[config.mk]
export PLATFORM = sky130hd
export DESIGN_NAME = mem_stage_hs_flat
export DESIGN_NICKNAME = d
export VERILOG_FILES = /design/src/rtl/mem_stage_hs_if.sv /design/src/rtl/mem_stage_hs.sv /design/src/flat_wrapper.sv
export SDC_FILE = /design/constraint.sdc
export NUM_CORES = 1
export LEC_CHECK = 0
export ABC_CLOCK_PERIOD_IN_PS = 5500
export CAP_MARGIN = 20
export CORE_MARGIN = 5
export CORE_UTILIZATION = 49
export DETAILED_ROUTE_END_ITERATION = 12
export PLACE_DENSITY_LB_ADDON = 0.3
export SKIP_CTS_REPAIR_TIMING = 1
export SYNTH_ARGS = -nofsm -noshare
export SYNTH_HDL_FRONTEND = slang
export SYNTH_SLANG_ARGS = --single-unit
export TNS_END_PERCENT = 30
[constraint.sdc]
create_clock -name clk -period 5.5 [get_ports clk]
set_clock_uncertainty 0.2 [all_clocks]
set_input_delay 1.1 -clock clk [delete_from_list [all_inputs] [get_ports clk]]
set_output_delay 1.1 -clock clk [all_outputs]
set_load 0.05 [all_outputs]
[src/rtl/mem_stage_hs_if.sv]
// Data-memory bus between the MEM stage (master) and a variable-latency memory (slave).
// Request side is held until gnt; read data returns later with rvalid.
interface mem_stage_hs_if #(
   parameter int DATA_WIDTH = 32,
   parameter int ADDR_WIDTH = 32
);
   localparam int NB = DATA_WIDTH / 8;

   logic                  dmem_req;
   logic                  dmem_we;
   logic [ADDR_WIDTH-1:0] dmem_addr;
   logic [NB-1:0]         dmem_be;
   logic [DATA_WIDTH-1:0] dmem_wdata;
   logic                  dmem_gnt;
   logic                  dmem_rvalid;
   logic [DATA_WIDTH-1:0] dmem_rdata;

   modport master (
      output dmem_req, dmem_we, dmem_addr, dmem_be, dmem_wdata,
      input  dmem_gnt, dmem_rvalid, dmem_rdata
   );

   modport slave (
      input  dmem_req, dmem_we, dmem_addr, dmem_be, dmem_wdata,
      output dmem_gnt, dmem_rvalid, dmem_rdata
   );
endinterface

[src/rtl/mem_stage_hs.sv]
// Pipeline MEM stage driving a req/gnt/rvalid data memory: byte enables, lane-replicated
// store data, load alignment/extension, misalignment suppression and upstream stall.
module mem_stage_hs #(
   parameter int DATA_WIDTH = 32,
   parameter int ADDR_WIDTH = 32
) (
   input  logic                  clk,
   input  logic                  rst,
   input  logic                  in_valid,
   input  logic                  mem_read,
   input  logic                  mem_write,
   input  logic [1:0]            type_control,
   input  logic                  sign_ext_flag,
   input  logic [ADDR_WIDTH-1:0] alu_result,
   input  logic [DATA_WIDTH-1:0] write_data,
   output logic                  stall,
   output logic                  out_valid,
   output logic [ADDR_WIDTH-1:0] alu_result_out,
   output logic [DATA_WIDTH-1:0] read_data,
   output logic                  misaligned,
   mem_stage_hs_if.master        dmem
);
   localparam int NB  = DATA_WIDTH / 8;
   localparam int OFF = $clog2(NB);

   typedef enum logic [1:0] {IDLE, REQ, WAIT} state_t;

   state_t                state_reg;
   logic                  out_valid_reg;
   logic                  misaligned_reg;
   logic [ADDR_WIDTH-1:0] alu_result_out_reg;
   logic [DATA_WIDTH-1:0] read_data_reg;
   logic [ADDR_WIDTH-1:0] addr_reg;
   logic [1:0]            type_reg;
   logic                  sext_reg;
   logic [OFF-1:0]        off_reg;
   logic                  we_reg;
   logic                  req_reg;
   logic [ADDR_WIDTH-1:0] dmem_addr_reg;
   logic [NB-1:0]         be_reg;
   logic [DATA_WIDTH-1:0] wdata_reg;

   logic                  mem_op;
   logic                  mis_next;
   logic [OFF-1:0]        off_next;
   logic [NB-1:0]         be_base;
   logic [NB-1:0]         be_next;
   logic [DATA_WIDTH-1:0] wdata_next;
   logic [DATA_WIDTH-1:0] load_next;

   // Shift the addressed bytes down, keep the access width, then sign/zero-fill above it.
   function automatic logic [DATA_WIDTH-1:0] extend_load(
      input logic [DATA_WIDTH-1:0] rdata,
      input logic [OFF-1:0]        off,
      input logic [1:0]            ty,
      input logic                  sext
   );
      logic [DATA_WIDTH-1:0] shifted;
      logic [DATA_WIDTH-1:0] mask;
      logic [6:0]            nbits;
      logic                  sign;
      shifted = rdata >> {off, 3'b000};
      nbits   = 7'd8 << ty;
      mask    = ~({DATA_WIDTH{1'b1}} << nbits);
      sign    = |(shifted & mask & ~(mask >> 1));
      return (sext && sign) ? ((shifted & mask) | ~mask) : (shifted & mask);
   endfunction

   assign mem_op   = mem_read | mem_write;
   assign off_next = alu_result[OFF-1:0];

   always_comb begin
      mis_next = 1'b0;
      case (type_control)
         2'b01:   mis_next = alu_result[0];
         2'b10:   mis_next = |alu_result[1:0];
         2'b11:   mis_next = (DATA_WIDTH == 32) || (|alu_result[2:0]);
         default: mis_next = 1'b0;
      endcase
   end

   always_comb begin
      be_base = '1;
      case (type_control)
         2'b00:   be_base = NB'(1);
         2'b01:   be_base = NB'(3);
         2'b10:   be_base = NB'(15);
         default: be_base = '1;
      endcase
   end

   assign be_next = be_base << off_next;

   // Each lane repeats the byte of the store operand that falls in its position within the access.
   for (genvar gi = 0; gi < NB; gi++) begin : g_lane
      assign wdata_next[8*gi +: 8] =
         (type_control == 2'b00) ? write_data[7:0] :
         (type_control == 2'b01) ? write_data[8*(gi % 2) +: 8] :
         (type_control == 2'b10) ? write_data[8*(gi % 4) +: 8] :
                                   write_data[8*gi +: 8];
   end

   assign load_next = extend_load(dmem.dmem_rdata, off_reg, type_reg, sext_reg);

   // Stall falls in the completion cycle so upstream moves exactly once per access.
   always_comb begin
      stall = 1'b0;
      case (state_reg)
         IDLE:    stall = in_valid && mem_op && !mis_next;
         REQ:     stall = !(dmem.dmem_gnt && we_reg);
         WAIT:    stall = !dmem.dmem_rvalid;
         default: stall = 1'b0;
      endcase
      if (rst) stall = 1'b0;
   end

   always_ff @(posedge clk) begin
      if (rst) begin
         state_reg          <= IDLE;
         out_valid_reg      <= 1'b0;
         misaligned_reg     <= 1'b0;
         alu_result_out_reg <= '0;
         read_data_reg      <= '0;
         addr_reg           <= '0;
         type_reg           <= 2'b00;
         sext_reg           <= 1'b0;
         off_reg            <= '0;
         we_reg             <= 1'b0;
         req_reg            <= 1'b0;
         dmem_addr_reg      <= '0;
         be_reg             <= '0;
         wdata_reg          <= '0;
      end else begin
         out_valid_reg  <= 1'b0;
         misaligned_reg <= 1'b0;
         case (state_reg)
            IDLE: begin
               if (in_valid) begin
                  if (!mem_op || mis_next) begin
                     out_valid_reg      <= 1'b1;
                     misaligned_reg     <= mem_op;
                     alu_result_out_reg <= alu_result;
                     read_data_reg      <= '0;
                  end else begin
                     addr_reg      <= alu_result;
                     type_reg      <= type_control;
                     sext_reg      <= sign_ext_flag;
                     off_reg       <= off_next;
                     we_reg        <= mem_write;
                     req_reg       <= 1'b1;
                     dmem_addr_reg <= {alu_result[ADDR_WIDTH-1:OFF], {OFF{1'b0}}};
                     be_reg        <= be_next;
                     wdata_reg     <= wdata_next;
                     state_reg     <= REQ;
                  end
               end
            end
            REQ: begin
               if (dmem.dmem_gnt) begin
                  req_reg <= 1'b0;
                  if (we_reg) begin
                     out_valid_reg      <= 1'b1;
                     alu_result_out_reg <= addr_reg;
                     read_data_reg      <= '0;
                     state_reg          <= IDLE;
                  end else begin
                     state_reg <= WAIT;
                  end
               end
            end
            WAIT: begin
               if (dmem.dmem_rvalid) begin
                  out_valid_reg      <= 1'b1;
                  alu_result_out_reg <= addr_reg;
                  read_data_reg      <= load_next;
                  state_reg          <= IDLE;
               end
            end
            default: state_reg <= IDLE;
         endcase
      end
   end

   assign out_valid        = out_valid_reg;
   assign misaligned       = misaligned_reg;
   assign alu_result_out   = alu_result_out_reg;
   assign read_data        = read_data_reg;
   assign dmem.dmem_req    = req_reg;
   assign dmem.dmem_we     = we_reg;
   assign dmem.dmem_addr   = dmem_addr_reg;
   assign dmem.dmem_be     = be_reg;
   assign dmem.dmem_wdata  = wdata_reg;
endmodule

[src/flat_wrapper.sv]
// flat-port wrapper written by rule: the top's interface ports become plain ports
module mem_stage_hs_flat 
#(
   parameter int DATA_WIDTH = 32,
   parameter int ADDR_WIDTH = 32
)
  (clk, rst, in_valid, mem_read, mem_write, type_control, sign_ext_flag, alu_result, write_data, stall, out_valid, alu_result_out, read_data, misaligned, dmem_dmem_req, dmem_dmem_we, dmem_dmem_addr, dmem_dmem_be, dmem_dmem_wdata, dmem_dmem_gnt, dmem_dmem_rvalid, dmem_dmem_rdata);
  mem_stage_hs_if #(.DATA_WIDTH(DATA_WIDTH), .ADDR_WIDTH(ADDR_WIDTH)) dmem_i ();
  input  logic clk;
  input  logic rst;
  input  logic in_valid;
  input  logic mem_read;
  input  logic mem_write;
  input  logic [1:0] type_control;
  input  logic sign_ext_flag;
  input  logic [ADDR_WIDTH-1:0] alu_result;
  input  logic [DATA_WIDTH-1:0] write_data;
  output logic stall;
  output logic out_valid;
  output logic [ADDR_WIDTH-1:0] alu_result_out;
  output logic [DATA_WIDTH-1:0] read_data;
  output logic misaligned;
  output wire logic [$bits(dmem_i.dmem_req)-1:0] dmem_dmem_req;
  output wire logic [$bits(dmem_i.dmem_we)-1:0] dmem_dmem_we;
  output wire logic [$bits(dmem_i.dmem_addr)-1:0] dmem_dmem_addr;
  output wire logic [$bits(dmem_i.dmem_be)-1:0] dmem_dmem_be;
  output wire logic [$bits(dmem_i.dmem_wdata)-1:0] dmem_dmem_wdata;
  input wire logic [$bits(dmem_i.dmem_gnt)-1:0] dmem_dmem_gnt;
  input wire logic [$bits(dmem_i.dmem_rvalid)-1:0] dmem_dmem_rvalid;
  input wire logic [$bits(dmem_i.dmem_rdata)-1:0] dmem_dmem_rdata;
  assign dmem_dmem_req = dmem_i.dmem_req;
  assign dmem_dmem_we = dmem_i.dmem_we;
  assign dmem_dmem_addr = dmem_i.dmem_addr;
  assign dmem_dmem_be = dmem_i.dmem_be;
  assign dmem_dmem_wdata = dmem_i.dmem_wdata;
  assign dmem_i.dmem_gnt = dmem_dmem_gnt;
  assign dmem_i.dmem_rvalid = dmem_dmem_rvalid;
  assign dmem_i.dmem_rdata = dmem_dmem_rdata;
  mem_stage_hs #(.DATA_WIDTH(DATA_WIDTH), .ADDR_WIDTH(ADDR_WIDTH)) u_core (.clk(clk), .rst(rst), .in_valid(in_valid), .mem_read(mem_read), .mem_write(mem_write), .type_control(type_control), .sign_ext_flag(sign_ext_flag), .alu_result(alu_result), .write_data(write_data), .stall(stall), .out_valid(out_valid), .alu_result_out(alu_result_out), .read_data(read_data), .misaligned(misaligned), .dmem(dmem_i));
endmodule
==> results of run 1 <==
## synthesized netlist by cell type, types with 2 or more instances
| library cell | count |
|---|---|
| o211ai_1 | 25 |
| nand2b_1 | 4 |
| a31oi_1 | 2 |
| o21ai_0 | 30 |
| a32o_1 | 8 |
| nor2_1 | 23 |
| nor2b_1 | 2 |
| mux2i_1 | 71 |
| a21oi_1 | 105 |
| dfxtp_1 | 141 |
| a211oi_1 | 37 |
| mux2_2 | 7 |
| buf_6 | 6 |
| buf_1 | 5 |
| a211oi_2 | 5 |
| and2_1 | 2 |
| nand4_1 | 25 |
| clkinv_1 | 2 |
| or3_1 | 3 |
| buf_4 | 36 |
| a311oi_1 | 9 |
| o221ai_1 | 10 |
| buf_2 | 20 |
| inv_1 | 14 |
| nor3_1 | 3 |
| nand2_1 | 122 |
| ha_1 | 4 |
| clkbuf_1 | 33 |
| o21ai_1 | 2 |
## layout by cell type (no fill, tap or decap), drive strengths merged, types with 9 or more instances in the layout
cell and count:
clkbuf 18, nor2 24, nand4 25, dfxtp 141, clkdlybuf4s50 238, o211ai 25
nand2 122, inv 15, o21ai 32, a211oi 43, mux2i 71, a21oi 106
a311oi 9, buf 14, o221ai 10
## worst max-delay path, stage by stage
cell and delay, ps:
clkdlybuf4s50_1 550, o21ai_0 540, nand4b_1 240, a211oi_1 440, buf_12 200
## cell families (layout without fill, tap and decap cells)
kind of cell | Yosys count | after routing | synth area share
flip-flops | 141 | 141 | 0.416
AO/OA/AOI/OAI | 245 | 245 | 0.235
adder cells (fa/ha/maj) | 4 | 4 | 0.00738
buffers and inverters | 116 | 300 | 0.0944
AND/OR/NAND/NOR | 196 | 196 | 0.130
other | 1 | 2 | 0.000553
multiplexers | 78 | 78 | 0.116
## layout make-up
type,instances,area share
clock buffers,18,0.0447
clock inverters,14,0.0227
inverters,16,0.00625
multi-input cells,525,0.347
flip-flops and latches,141,0.294
well taps,180,0.0234
repair buffers,252,0.262
## final timing paths
path / from / slack (ps) / end / depth (start not counted)
min reg2reg: u_core.dmem.dmem_wdata[4]$_SDFFE_PP0P_ / 250 / u_core.dmem.dmem_wdata[4]$_SDFFE_PP0P_ / 2
max: alu_result[0] / 1140 / stall / 5
max reg2reg: u_core.state_reg[0]$_SDFFE_PP0P_ / 2700 / u_core.read_data[15]$_SDFFE_PP0P_ / 7
min: u_core.dmem.dmem_wdata[4]$_SDFFE_PP0P_ / 250 / u_core.dmem.dmem_wdata[4]$_SDFFE_PP0P_ / 2
## through the flow
step           setup slack (ps)  hold slack, ps  std cells
2_1_floorplan              1030             237        782
5_1_grt                    1080             266       1146
4_1_cts                    1200             254       1145
3_3_place_gp               1300             239       1113
6_report                   1140             251       1146
3_5_place_dp               1200             246       1113
## power groups by stage
stage                     sequential, mW  clock, mW  combinational [mW]
after global placement              1.14          0               0.726
final                               1.12       1.25               0.737
after CTS                           1.12       1.27               0.733
after detailed placement            1.14          0               0.732
after floorplan                     1.30          0               0.317
after global routing                1.12       1.31               0.778
## per-layer routing
metal / part of all wire / GRT usage
met4: 0.023 / 0.0868
met5: 0 / 0
met1: 0.40 / 0.296
met3: 0.097 / 0.0883
met2: 0.48 / 0.399
==> out/results.tsv, run 1 <==
stage	metric	value	unit
synthesis	Yosys top cell area share	0.416	
timing	setup TNS	0	ps
grt	total grt overflow	0	
clocking	number of buffers created by CTS	17	
drt	Iter 0 DRT Violations	470	
critical_path	Startpoint Class	primary input	
drt	antenna viol nets, final	0	
floorplanning	core region area	0.0137	mm²
synthesis	Post-synth EDFFs	0	
synthesis	Netlist cell types	54	
drt	first drt pass iteration count	5	
timing	RSZ-0062 raised after global routing	no	
clocking	Root Driver	clkbuf_16	
place	Placed Area	0.00893	mm²
floorplanning	Die ar.	0.0163	mm²
synthesis	Synthesis Warnings	0	
synthesis	leading area contributor after synthesis	dfxtp_1	
synthesis	Mapped Avg Cell Area	8.68	µm²
clocking	clock latency on the worst-skew pair	410	ps
synthesis	ys flop type	dfxtp_1	
layout	FILL cells	1092	
power_and_ir_drop	sequential fraction of design power	0.360	
power_and_ir_drop	P_sw	949	µW
layout	storage element area	0.00282	mm²
timing	Achievable Freq	229	MHz
synthesis	Seq cells post-synth	141	
clocking	CTS max path bufs	2	
layout	n_diodes	0	
place	IO Port Bufs	240	
layout	area of the multi-input gates	0.00333	mm²
clocking	H-Tree Depth	4	
timing	final hold vios	0	
layout	layout cell share with drive strength beyond 1	0.0704	
power_and_ir_drop	Leak	3.23	nW
synthesis	Post-Syn Instances	781	
power_and_ir_drop	Internal	2.16	mW
min_path	hold crit path type	reg2reg	
synthesis	post-synthesis sequential area ratio	0.416	
critical_path	Worst Path Max Fanout	10	
clocking	clk slew on worst S/H paths	60	ps
clocking	clk sinks	141	
synthesis	largest cells by area after synthesis	dfxtp_1 (42%), mux2i_1 (10%), a21oi_1 (7.7%)	
grt	first-pass GRT wire length	31.7	mm
floorplanning	# rows	43	
layout	Area Growth Syn to Fin	41.7	%
power_and_ir_drop	PD cells	323	mW/mm²
timing	time the worst path needs with I/O delays and setup	4360	ps
grt	initial antenna violation count	0	
critical_path	Critical Path RT	4200	ps
timing	Slew headroom	0.305	
power_and_ir_drop	Max VDD drop	0.197	mV
timing	final setup vio count	0	
power_and_ir_drop	total power	3.11	mW
timing	fin crit share	0.793	
floorplanning	starting density of the core	0.494	
drt	post-DR wirelength/cell	18.1	µm
layout	layout net count	1063	
critical_path	critical path arrival	3060	ps
floorplanning	chip height	128	µm
drt	via count	6479	
drt	DR vias/cell	5.65	
grt	gr usage total	0.244	
layout	final core occ	0.700	
critical_path	CP Class	in2out	
flow_run	max-cap violation count	0	
place	GP Congestion	0.900	
floorplanning	top-level port count	243	
floorplanning	width of the die	128	µm
power_and_ir_drop	clock share of power	0.403	
critical_path	crit path capture type	output pin	
power_and_ir_drop	combinational share of power	0.237	
layout	design area	0.00961	mm²
synthesis	ys async rst share	0	
power_and_ir_drop	Net Sw Frac	0.305	
grt	largest net degree at the start of global routing	90	
drt	final wirelength	20.8	mm
drt	drc violations	0	
grt	vias in the first global route	5939	
timing	Worst Max-Slew Pin Slew	1040	ps
outcome	outcome	finished clean	
synthesis	synthesized cell area	0.00678	mm²
clocking	CTS tree	done	
place	hpwl dp	14.5	mm
timing	Max Slew Vio Count	0	
(Power assumes the default switching activity.)
==> run 2: changes to the inputs <==
- ABC_CLOCK_PERIOD_IN_PS: 5500 -> 4450
- CORE_UTILIZATION: 49 -> 45
- clock period: 5.5 -> 4.45 ns (I/O delays scaled with it)
==> run 2 against run 1 <==
Compared with the run above:
- hold slack worse by 2.2 ps
- setup slack worse by 490 ps
- register-to-register slack worse by 1000 ps
- sequential power up 23%
- global-route usage down 1.2 points
- final area down 0.57%
- clock-buffer cell count up 5
- wire length up 0.69%
- largest power group is now registers
==> out/results.tsv, run 2 (same netlist as run 1, synthesis figures left out) <==
stage	metric	value	unit	change
critical_path	CP Class	in2out		unchanged
place	GP Congestion	0.845		was 0.900
drt	final wirelength	20.9	mm	was 20.8 mm
power_and_ir_drop	Internal	2.53	mW	was 2.16 mW
drt	DR vias/cell	5.60		was 5.65
layout	commonest non-fill, non-tap cells in the layout	clkdlybuf4s50_1 (238), dfxtp_1 (141), nand2_1 (122)		unchanged
timing	Slew headroom	0.350		was 0.305
power_and_ir_drop	PD cells	383	mW/mm²	was 323 mW/mm²
place	IO Port Bufs	240		unchanged
grt	vias in the first global route	6095		was 5,939
grt	initial antenna violation count	0		unchanged
power_and_ir_drop	total power	3.66	mW	was 3.11 mW
clocking	clk slew on worst S/H paths	60	ps	about the same
layout	layout cell share with drive strength beyond 1	0.0674		was 0.0704
drt	post-DR wirelength/cell	18.2	µm	was 18.1 µm
grt	largest net degree at the start of global routing	74		was 90
grt	gr usage total	0.231		was 0.244
timing	final hold vios	0		unchanged
grt	total grt overflow	0		unchanged
layout	commonest non-fill, non-tap cell in the layout	clkdlybuf4s50_1		unchanged
layout	n_diodes	0		unchanged
flow_run	max-cap violation count	0		unchanged
power_and_ir_drop	Leak	3.21	nW	was 3.23 nW
floorplanning	Die ar.	0.0176	mm²	was 0.0163 mm²
floorplanning	chip height	133	µm	was 128 µm
critical_path	Critical-path top delay cell	clkdlybuf4s50_1		unchanged
power_and_ir_drop	P_sw	1.13	mW	was 949 µW
power_and_ir_drop	sequential fraction of design power	0.377		was 0.360
drt	Iter 0 DRT Violations	462		was 470
critical_path	worst-path cell chain	clkdlybuf4s50_1 > o21ai_0 > nand4b_1 > a211oi_1 > buf_12		unchanged
timing	Max Slew Vio Count	0		unchanged
grt	first-pass GRT wire length	33.0	mm	was 31.7 mm
clocking	number of buffers created by CTS	17		unchanged
timing	Achievable Freq	263	MHz	
critical_path	Startpoint Class	primary input		unchanged
critical_path	crit path capture type	output pin		unchanged
floorplanning	# rows	44		was 43
clocking	Root Driver	clkbuf_16		unchanged
floorplanning	starting density of the core	0.463		was 0.494
place	hpwl dp	14.8	mm	was 14.5 mm
floorplanning	top-level port count	243		unchanged
drt	first drt pass iteration count	5		unchanged
timing	Worst Max-Slew Pin Slew	972	ps	was 1040 ps
clocking	CTS tree	done		unchanged
power_and_ir_drop	combinational share of power	0.248		was 0.237
clocking	H-Tree Depth	4		unchanged
critical_path	crit-path max cell delay	550	ps	about the same
drt	via count	6429		was 6,479
floorplanning	width of the die	133	µm	was 128 µm
timing	time the worst path needs with I/O delays and setup	3800	ps	
layout	Area Growth Syn to Fin	40.9	%	was 41.7%
timing	fin crit share	0.854		
critical_path	Worst Path Max Fanout	10		unchanged
drt	antenna viol nets, final	0		unchanged
min_path	hold crit path type	reg2reg		unchanged
timing	setup TNS	0	ps	unchanged
power_and_ir_drop	clock share of power	0.374		was 0.403
timing	final setup vio count	0		unchanged
floorplanning	core region area	0.0146	mm²	was 0.0137 mm²
clocking	CTS max path bufs	2		unchanged
clocking	clk sinks	141		unchanged
critical_path	Critical Path RT	3360	ps	was 4200 ps
power_and_ir_drop	Net Sw Frac	0.309		was 0.305
critical_path	critical path arrival	2710	ps	was 3060 ps
layout	layout net count	1064		was 1,063
timing	RSZ-0062 raised after global routing	no		unchanged
clocking	clock latency on the worst-skew pair	410	ps	about the same
drt	drc violations	0		unchanged
outcome	outcome	finished clean		unchanged
power_and_ir_drop	Max VDD drop	0.243	mV	was 0.197 mV
## run 2: cell types whose count changed in the layout (fill, tap and decap cells not counted)
cell and change:
buf_12 +1, bufinv_16 -3, clkbuf_1 +2, clkbuf_8 +3
clkinv_2 +2, clkinv_4 -2, clkinvlp_4 -3, inv_6 -1
## run 2: final timing paths
path / from / to / slack (ps) / cells past startpoint
worst max-delay path: alu_result[0] / stall / 650 / 5
worst min-delay path: u_core.dmem.dmem_be[2]$_SDFFE_PP0P_ / u_core.dmem.dmem_be[2]$_SDFFE_PP0P_ / 250 / 2
worst max register to register: u_core.state_reg[0]$_SDFFE_PP0P_ / u_core.read_data[16]$_SDFFE_PP0P_ / 1660 / 6
worst min register to register: u_core.dmem.dmem_be[2]$_SDFFE_PP0P_ / u_core.dmem.dmem_be[2]$_SDFFE_PP0P_ / 250 / 2
## run 2: power by group through the flow
stage | Clock, mW | Sequential (mW) | Combinational (mW)
after global routing | 1.45 | 1.39 | 0.965
after detailed placement | 0 | 1.41 | 0.906
final | 1.37 | 1.38 | 0.909
after CTS | 1.40 | 1.39 | 0.909
after floorplan | 0 | 1.61 | 0.391
after global placement | 0 | 1.41 | 0.898
## run 2: routing by layer
metal,share of wire,GRT usage,up-vias,routed length [µm]
li1,-,-,3132,-
met1,0.41,0.281,2997,8570
met3,0.091,0.0877,43,1910
met5,0,0,-,0
met2,0.47,0.373,257,9890
met4,0.027,0.0860,0,567
## run 2: critical path, delay by kind of cell
| family | cells | cell delay, ps |
|---|---|---|
| buffers and inverters | 2 | 740 |
| AND/OR/NAND/NOR | 1 | 210 |
| AO/OA/AOI/OAI | 2 | 870 |
## run 2: final cells by class
class                   count  area, µm²
fillers                  1208       5090
multi-input cells         525       3330
flip-flops and latches    141       2820
repair buffers            253       2540
clock buffers              23        478
well taps                 184        230
clock inverters             7       88.8
inverters                  16       60.1
## run 2: per-stage QoR
stage	area [µm²]	setup slack [ps]	utilization	instances	hold slack [ps]
floorplan	6790	405	-	782	237
global placement	8960	715	0.612	1118	238
detailed placement	8960	673	0.612	1118	243
CTS	9530	667	0.651	1148	251
global route	9550	526	0.652	1149	276
finish	9550	649	0.652	1149	249
